$ cat config.mk
export PLATFORM = sky130hd
export DESIGN_NAME = fetch_unit
export DESIGN_NICKNAME = d
export VERILOG_FILES = /design/src/rtl/fetch_pkg.sv /design/src/rtl/pc_next.sv /design/src/rtl/fetch_unit.sv
export SDC_FILE = /design/constraint.sdc
export NUM_CORES = 1
export LEC_CHECK = 0
export ABC_AREA = 1
export CORE_UTILIZATION = 44
export DETAILED_ROUTE_END_ITERATION = 10
export HOLD_SLACK_MARGIN = 0.03
export PLACE_DENSITY = 0.87
export SETUP_SLACK_MARGIN = 0.4
export SYNTH_ARGS = -nofsm -noshare
export SYNTH_HDL_FRONTEND = slang
export SYNTH_HIERARCHICAL = 1
export SYNTH_SLANG_ARGS = --single-unit
$ cat constraint.sdc
create_clock -name clk -period 3.3 [get_ports clk]
set_clock_uncertainty 0.05 [all_clocks]
set_input_delay 0.99 -clock clk [delete_from_list [all_inputs] [get_ports clk]]
set_output_delay 0.99 -clock clk [all_outputs]
set_load 0.01 [all_outputs]
$ cat src/rtl/fetch_pkg.sv
// Shared types and constants for the instruction fetch front-end.
package fetch_pkg;

  typedef enum logic [1:0] {
    RESET = 2'd0,
    REQ   = 2'd1,
    WAIT  = 2'd2,
    HOLD  = 2'd3
  } fetch_state_t;

  localparam logic [31:0] NOP_INSTR        = 32'h0000_0013;
  localparam logic [31:0] DEFAULT_RESET_PC = 32'h0000_0000;

endpackage

$ cat src/rtl/pc_next.sv
// Next-PC selection: sequential PC+4 or a word-aligned redirect target.
module pc_next #(
  parameter int ADDR_WIDTH = 32
) (
  input  logic [ADDR_WIDTH-1:0] pc,
  input  logic                  pc_src,
  input  logic [ADDR_WIDTH-1:0] pc_target,
  output logic [ADDR_WIDTH-1:0] pc_plus4,
  output logic [ADDR_WIDTH-1:0] next_pc
);

  // Target low bits are dropped so a misaligned target can never reach memory.
  logic unused_tgt_lo;
  assign unused_tgt_lo = ^pc_target[1:0];

  assign pc_plus4 = pc + ADDR_WIDTH'(4);
  assign next_pc  = pc_src ? {pc_target[ADDR_WIDTH-1:2], 2'b00} : pc_plus4;

endmodule

$ cat src/rtl/fetch_unit.sv
// Single-outstanding-request instruction fetch: REQ -> WAIT -> HOLD, then
// advance or redirect the PC when downstream consumes the held instruction.
module fetch_unit
  import fetch_pkg::*;
#(
  parameter int                    ADDR_WIDTH   = 32,
  parameter int                    DATA_WIDTH   = 32,
  parameter int                    OP_WIDTH     = 7,
  parameter int                    FUNCT3_WIDTH = 3,
  parameter logic [ADDR_WIDTH-1:0] RESET_PC     = ADDR_WIDTH'(DEFAULT_RESET_PC)
) (
  input  logic                    clk,
  input  logic                    rst_n,
  output logic                    imem_req_valid,
  input  logic                    imem_req_ready,
  output logic [ADDR_WIDTH-1:0]   imem_addr,
  input  logic                    imem_resp_valid,
  input  logic [DATA_WIDTH-1:0]   imem_resp_data,
  input  logic                    Stall,
  input  logic                    PCSrc,
  input  logic [ADDR_WIDTH-1:0]   PCTarget,
  output logic [DATA_WIDTH-1:0]   Instr,
  output logic                    InstrValid,
  output logic [ADDR_WIDTH-1:0]   PC,
  output logic [ADDR_WIDTH-1:0]   PCPlus4,
  output logic [OP_WIDTH-1:0]     op,
  output logic [FUNCT3_WIDTH-1:0] funct3,
  output logic                    funct7_5
);

  fetch_state_t          state, state_nxt;
  logic [ADDR_WIDTH-1:0] pc_q, next_pc;
  logic [DATA_WIDTH-1:0] instr_q;
  logic                  instr_vld_q;
  logic                  load, consume;

  pc_next #(.ADDR_WIDTH(ADDR_WIDTH)) u_pc_next (
    .pc       (pc_q),
    .pc_src   (PCSrc),
    .pc_target(PCTarget),
    .pc_plus4 (PCPlus4),
    .next_pc  (next_pc)
  );

  always_comb begin
    state_nxt      = state;
    imem_req_valid = 1'b0;
    load           = 1'b0;
    consume        = 1'b0;
    case (state)
      RESET: state_nxt = REQ;
      REQ: begin
        imem_req_valid = 1'b1;
        if (imem_req_ready) state_nxt = WAIT;
      end
      // Responses are only honoured here; anything arriving elsewhere is dropped.
      WAIT: begin
        if (imem_resp_valid) begin
          load      = 1'b1;
          state_nxt = HOLD;
        end
      end
      HOLD: begin
        if (!Stall) begin
          consume   = 1'b1;
          state_nxt = REQ;
        end
      end
      default: state_nxt = RESET;
    endcase
  end

  always_ff @(posedge clk) begin
    if (!rst_n) begin
      state       <= RESET;
      pc_q        <= RESET_PC;
      instr_q     <= DATA_WIDTH'(NOP_INSTR);
      instr_vld_q <= 1'b0;
    end else begin
      state <= state_nxt;
      if (load) begin
        instr_q     <= imem_resp_data;
        instr_vld_q <= 1'b1;
      end
      if (consume) begin
        pc_q        <= next_pc;
        instr_vld_q <= 1'b0;
      end
    end
  end

  assign imem_addr  = pc_q;
  assign PC         = pc_q;
  assign Instr      = instr_q;
  assign InstrValid = instr_vld_q;
  assign op         = instr_q[OP_WIDTH-1:0];
  assign funct3     = instr_q[12 +: FUNCT3_WIDTH];
  assign funct7_5   = instr_q[30];

endmodule

Yosys cells after proc, flatten, opt, wreduce, memory -nomap -nowiden
Index checks and enable logic that the tools add are counted.

storage, ports and cells
  output and inout port bits = 141
  register bits after elaboration = 67
  logic and storage cells = 25

operators by class
  equality and inequality tests = 6
  reductions and logical operators = 3
  multiplexer cells = 10
  bitwise operators = 1
  $add $sub $neg = 1

operator list
  operator                                                         count
  32-bit by 3-bit adder with 32-bit output, second input constant  1
  32-bit two-way mux                                               1
  2-bit one-hot mux with 4 select lines                            1
  2-bit two-way mux                                                3
  2-bit != test, second input constant                             3
  1-bit two-way mux                                                5
  2-bit == test, second input constant                             2
  3-bit AND reduction                                              1
  2-bit by 1-bit == test with 1-bit output, second input constant  1
  2-bit zero test                                                  1
  2-bit OR reduction                                               1
  1-bit inverter                                                   1

Longest topological paths before layout
  depth in word-level cells = 3
  mapped depth = 12
  depth with buffers taken out = 12

Cells and area by module
Netlist, hierarchy kept.

modules (own cells, without submodules)
  module      sequential area each (µm²)  area each (µm²)  instances  cells an instance
  fetch_unit  1,341.3                     2,746.4          1          350
  pc_next     0.0                         1,383.8          1          274

Worst setup path after synthesis
OpenSTA, ideal clock, no wires.

  path kind = reg2out
  start point = reg pc_q[2] (netlist: PC[2])
  end point = out PCPlus4[18]
  slack = 915 ps
  cell stages (with the launch flop) = 7
  arrival = 1,345 ps
  buffers on the path = 0
  required time = 2,260 ps
  path through = dfxtp_1 -> ha_1 -> nand2_1 -> nor2_2 -> nand2_4 -> nor2_8 -> xor2_2

between the ends
  cells in the longest elaborated chain, start to end = 1

RTL lines
  item                                      line              RTL
  start: declaration                        fetch_unit.sv:32  logic [ADDR_WIDTH-1:0] pc_q, next_pc;
  start signal: assignment                  fetch_unit.sv:86  pc_q <= next_pc;
  32-bit by 3-bit adder with 32-bit output  pc_next.sv:16     assign pc_plus4 = pc + ADDR_WIDTH'(4);
  end: declaration                          fetch_unit.sv:25  output logic [ADDR_WIDTH-1:0] PCPlus4,

No other way between the ends.

Worst setup path after layout
  start point = reg pc_q[3] (netlist: PC[3])
  end point = out PCPlus4[16]

The elaborated chain is that of the path after synthesis.

==> metrics <==
Comb pwr share 39.8%; DP Area 5882 um2; TritonCTS Buffers 9; Avg Vias per Cell 5.009; hold buffer count at CTS 0; Die Width 98.89 um; n_diodes 0; Sink Count 67; Routed WL per cell 14.79 um; Final nets 865; hold endpoint Instr[29]; IO Pins 211; ANT nets after route 0; Synth cell types 26; critical path startpoint category flop; register area share after synthesis 32.48%; worst setup margin 0.3589 ns; reg-to-reg startpoint PC[3]; CTS tree built; Worst Setup End Kind output pin; Min-Delay Path Depth 2; number of global-route vias before repair 4258; FMAX 0.3400 GHz; drt total wl 13360 um; Least-Margin Pin Slew 1.017 ns; Min-Delay Startpoint Instr[29]; Int Pwr 1821 uW; Final Hold Vio Count 0; clk slew on worst S/H paths 0.08 ns; Die ar. 9778 um2; kind of critical path reg2out; share of cells above drive strength 1 16.23%; Syn Nets 699; Mean Syn Cell Area 6.619 um2; Worst VDD drop 297.6 uV; port bufs 208; pre-CTS WS 0.3035 ns; Net Sw Frac 36.48%; CP max FO 3; FILL cells 689; post-synthesis register bit count 67; Seq pwr share 38.3%; fin crit period 2.941 ns; largest net degree at the start of global routing 68; Area Overhead vs Synth 50.98%; row count 34; maximum buffer depth of the clock tree 2; utilization after layout 70.14%; Cell Area, Synth 4130 um2; initial DRC count 158; Net Sw Power 1046 uW; Clock power frac 21.9%; antenna violations before repair 0; most used routing layer met2; met3 usage 5.816%; global route overflow 0; status completed; Final period util 89.12%; first-pass GRT wire length 20330 um; gpl congestion 0.8732; YS warnings 6; met1 Use GR 28.04%; Max Cap Viol 0; grt met2 use 48.74%; hpwl dp 9447 um; cell count after synthesis 624; final setup fails 0; insertion delay of the later-clocked pin in the worst-skew pair 0.35 ns; r2r setup slk 1.42 ns; leading cell types in the layout, fill and taps excluded clkdlybuf4s50_1 (181), nand2_1 (174), nor2_1 (147); CTS H-tree depth 3; design area 6236 um2; drt drc 0; most common cell after layout, fill and taps aside clkdlybuf4s50_1; Die H 98.89 um; pwr dens 459.8 nW/um2; Critical Path AT 1.90 ns; Slew Viols, Final 0; slew margin rel. 32.21%; Hold Path Class reg2reg; core area 8891 um2; setup TNS 0 ns; CP required 2.26 ns; GR Util All Layers 26.19%; Static Leakage 0.002798 uW; worst r2r dst PC[16]; worst reg-to-reg path cell count 12; total vias in the final route 4523; initial core utilization 46.45%; Pre-antenna DRT Iters 5; root buffer cell clkbuf_8; RSZ-0062 raised after global routing true
==> cell usage after synthesis <==
master    count  share of area (%)
and2_1        3               0.45
buf_2         8               0.97
buf_4        49                8.9
buf_6         3               0.82
clkbuf_1      7               0.64
clkbuf_2      3               0.36
clkbuf_4      1               0.18
dfxtp_1      67                 32
ha_1          5                1.5
inv_1        22                2.0
inv_2         5               0.45
nand2_1     177                 16
nand2_2       7                1.1
nand2_4       2               0.55
nand3_1      10                1.2
nand3b_1      8                1.5
nand4_1       2               0.30
nor2_1      150                 14
nor2_2        5               0.76
nor2_4        9                2.5
nor2_8        3                1.5
o21ai_0      59                7.1
o21ai_1       4               0.48
xnor2_1       4               0.85
xor2_1        3               0.64
xor2_2        8                3.2
==> flip-flops by register name (all words and copies together), names as in the netlist <==
register and count:
Instr 32, InstrValid 1, PC 32, state 2
==> metrics by stage <==
stage	instances	total power, uW	hold WS (ns)
after CTS	896	2866	0.4430
after global placement	873	2203	0.4123
final	903	2868	0.4418
after floorplan	624	1694	0.4599
after detailed placement	873	2257	0.4257
after global routing	903	3036	0.4650
==> cell families (layout without fill, tap and decap cells) <==
group / count (synthesis) / after routing / share of synthesized area [%]
AO/OA/AOI/OAI: 63 / 63 / 7.634
adder cells (fa/ha/maj): 5 / 5 / 1.515
AND/OR/NAND/NOR: 376 / 376 / 39.41
XOR/XNOR: 15 / 15 / 4.635
buffers and inverters: 98 / 269 / 14.33
flip-flops: 67 / 67 / 32.48
==> final cells by class <==
cell class / instances / area, um2 / area share [%]
well taps: 108 / 135.1 / 2.167
multi-input cells: 459 / 2283 / 36.62
clock inverters: 7 / 51.30 / 0.8226
clock buffers: 9 / 123.9 / 1.986
inverters: 27 / 101.3 / 1.625
flip-flops and latches: 67 / 1398 / 22.41
repair buffers: 226 / 2143 / 34.37
==> power by group through the flow <==
| stage | Sequential (uW) | Clock [uW] | Combinational, uW |
|---|---|---|---|
| 2_1_floorplan | 1130 | 0 | 564 |
| 3_3_place_gp | 1090 | 0 | 1110 |
| 6_report | 1100 | 627 | 1140 |
| 4_1_cts | 1090 | 635 | 1140 |
| 3_5_place_dp | 1100 | 0 | 1150 |
| 5_1_grt | 1120 | 679 | 1240 |
==> worst max-delay path, cell delays in order, from the launching register on <==
cell,delay (ns)
dfxtp_4,0.37
ha_4,0.16
nand2_4,0.06
nor2_4,0.16
buf_4,0.13
nand2_2,0.06
nor2_4,0.15
buf_4,0.14
xor2_2,0.16
clkbuf_2,0.16
==> how the worst max path moves through the flow <==
stage	start	to	depth (start not counted)
finish	PC[3]	PCPlus4[16]	9
CTS	PC[3]	PCPlus4[16]	9
floorplan	PC[2]	PCPlus4[18]	6
global route	PC[2]	PCPlus4[16]	9
global placement	PC[3]	PCPlus4[16]	7
detailed placement	PC[3]	PCPlus4[16]	7
==> timing repair <==
action	in CTS	in global routing
setup buffers	7	7
endpoints found under the setup margin	27	22
resized for setup	66	61
pin swaps	7	14
==> layer usage <==
metal	wire length, um	vias to the layer above
met1	4878	2057
met2	7036	228
met5	0	-
met3	1039	35
li1	-	2203
met4	400	0
Power figures use the tool's default switching activity.
==> edit, RTL diff (config.mk and constraints unchanged) <==
Change the parameter `OP_WIDTH` from 7 to 14.
--- a/src/rtl/fetch_unit.sv
+++ b/src/rtl/fetch_unit.sv
@@ -6,5 +6,5 @@
   parameter int                    ADDR_WIDTH   = 32,
   parameter int                    DATA_WIDTH   = 32,
-  parameter int                    OP_WIDTH     = 7,
+  parameter int                    OP_WIDTH     = 14,
   parameter int                    FUNCT3_WIDTH = 3,
   parameter logic [ADDR_WIDTH-1:0] RESET_PC     = ADDR_WIDTH'(DEFAULT_RESET_PC)
Ports: changed (resized op); port bits go from 211 to 218. The function was not compared with the original's and may differ.
==> edit against the original RTL <==
- clock power hardly changed
- setup slack better by 110 ps
- sequential cell count stayed put
- sequential share of layout area is 0.26 points lower
- combinational power is 4% higher
- power is 1.3% higher
- wire length is 2.3% lower
- sequential power hardly changed
- worst hold slack worse by 2.3 ps
- synthesized area is 1.3% higher
- global-route usage is 0.47 points lower
- register-to-register slack better by 140 ps
- final area is 2.3% higher
- critical path type unchanged
- largest cell class unchanged
- highest routed layer unchanged
==> edit: results (changes against the original RTL) <==
| Metric | Value |
|---|---|
| Fin nets | 874 (+1.0%) |
| Post-placement cell area | 5990 sq um (+1.8%) |
| Post-DP HPWL | 9410 um (-0.43%) |
| N_diodes | 0 (unchanged) |
| # port buffers | 215 (+3.4%) |
| H-tree levels | 3 (unchanged) |
| Slew headroom | 35.5% (+3.3 points) |
| Largest net degree at the start of global routing | 44 (-35%) |
| Fill cells | 774 (+12%) |
| CP max FO | 5 (+2) |
| Max incr delay on CP | 390 ps (+20 ps) |
| Mean area per synthesized cell | 6.63 sq um (+0.15%) |
| Worst-skew pair later-pin latency | 340 ps |
| Layout Cells excl Fill | 933 (+3.3%) |
| Status | finished, final reports clean |
| DRT Pass-1 Iters | 5 (unchanged) |
| Post-synth top cells | nand2_1 (177), nor2_1 (150), dfxtp_1 (67) |
| FFs w/ async S/R, synth | 0% (unchanged) |
| Class of the worst hold path | reg2reg |
| DR iter-0 viols | 161 (+1.9%) |
| Layout cells sized above 1 | 15.9% (-0.31 points) |
| Commonest non-fill, non-tap cell in the layout | clkdlybuf4s50_1 |
| P_leak | 2.82 nW (+0.60%) |
| Crit path arrival time | 1800 ps (-100 ps) |
| Initial antenna violation count | 0 (unchanged) |
| VDD IR max | 0.330 mV (+11%) |
| Clk buf depth | 2 (unchanged) |
| Drt wl/cell | 14.0 um (-5.4%) |
| Tot GR Track Use | 25.7% (-0.47 points) |
| Seq/Total Area, Yosys | 32.1% (-0.41 points) |
| Synth area leaders | dfxtp_1 (32%), nand2_1 (16%), nor2_1 (13%), buf_4 (10%), o21ai_0 (7.1%) |
| Switching power | 1.05 mW (+0.61%) |
| Crit path max-delay cell type | dfxtp_4 |
| Post-Place Setup Slack | 302 ps (-1.90 ps) |
| First-pass GRT wire length | 20,400 um (+0.13%) |
| Most frequent cell after synthesis | nand2_1 |
| Number of global-route vias before repair | 4,263 (+0.12%) |
| Syn_nets | 706 (+1.0%) |
| Placer Congestion | 0.881 (+0.94%) |
| CP delay by family, top | buffers and inverters |
| Post-placement cell count | 902 (+3.3%) |
| Via density | 4.82 (-3.8%) |
==> edit: cell count changes in the layout (fill, tap and decap cells not counted), sizes merged <==
cell	change
clkinvlp	-1
clkbuf	-11
inv	-1
clkdlybuf4s50	+7
clkdlybuf4s15	+3
clkinv	+2
buf	+6
dlygate4sd2	+4
==> edit: path summary, 6_finish.rpt <==
kind	cells after the start	to	slack, ps	from
worst max-delay path	7	PCPlus4[11]	460	PC[3]
worst min-delay path	2	Instr[15]	440	Instr[15]
worst max register to register	11	PC[12]	1560	PC[3]
worst min register to register	2	Instr[15]	440	Instr[15]
==> edit: final cells by class <==
cell class / count / area [sq um] / area share, %
clock inverter: 7 / 52.6 / 0.824
tap: 129 / 161 / 2.53
multi-input combinational: 459 / 2280 / 35.7
timing repair buffer: 235 / 2250 / 35.2
sequential: 67 / 1410 / 22.2
inverter: 27 / 101 / 1.59
clock buffer: 9 / 124 / 1.94
==> edit: logic make-up after synthesis <==
group | after synthesis | synth area share (%)
compound gates | 63 | 7.54
xor+xnor | 15 | 4.58
fa+ha+maj | 5 | 1.50
buf+inv | 105 | 15.4
flops | 67 | 32.1
simple gates | 376 | 38.9
==> edit: power by group through the flow <==
| stage | clock network (mW) | logic (mW) | registers (mW) |
|---|---|---|---|
| after floorplan | 0 | 0.593 | 1.13 |
| after global routing | 0.675 | 1.29 | 1.12 |
| after detailed placement | 0 | 1.18 | 1.11 |
| after global placement | 0 | 1.15 | 1.09 |
| after CTS | 0.637 | 1.17 | 1.10 |
| final | 0.628 | 1.18 | 1.10 |
==> edit: worst register-to-register path: cells and delay by family, from the launching register on <==
family	cells	cell delay, ps
fa+ha+maj	1	160
flops	1	390
buf+inv	1	150
xor+xnor	1	170
simple gates	8	760
==> edit: layer usage <==
| layer | global-route usage [%] | part of all wire [%] | vias up |
|---|---|---|---|
| met3 | 5.13 | 5.6 | 17 |
| met4 | 8.48 | 1.7 | 0 |
| met1 | 29.7 | 41 | 2082 |
| li1 | - | - | 2227 |
| met2 | 47.4 | 52 | 172 |
| met5 | 0 | 0 | - |
==> edit: repair_timing <==
item                                    CTS  global route
pin swaps                                 9            12
endpoints found under the setup margin   28            22
setup buffers                             9             6
resized for setup                        83            41
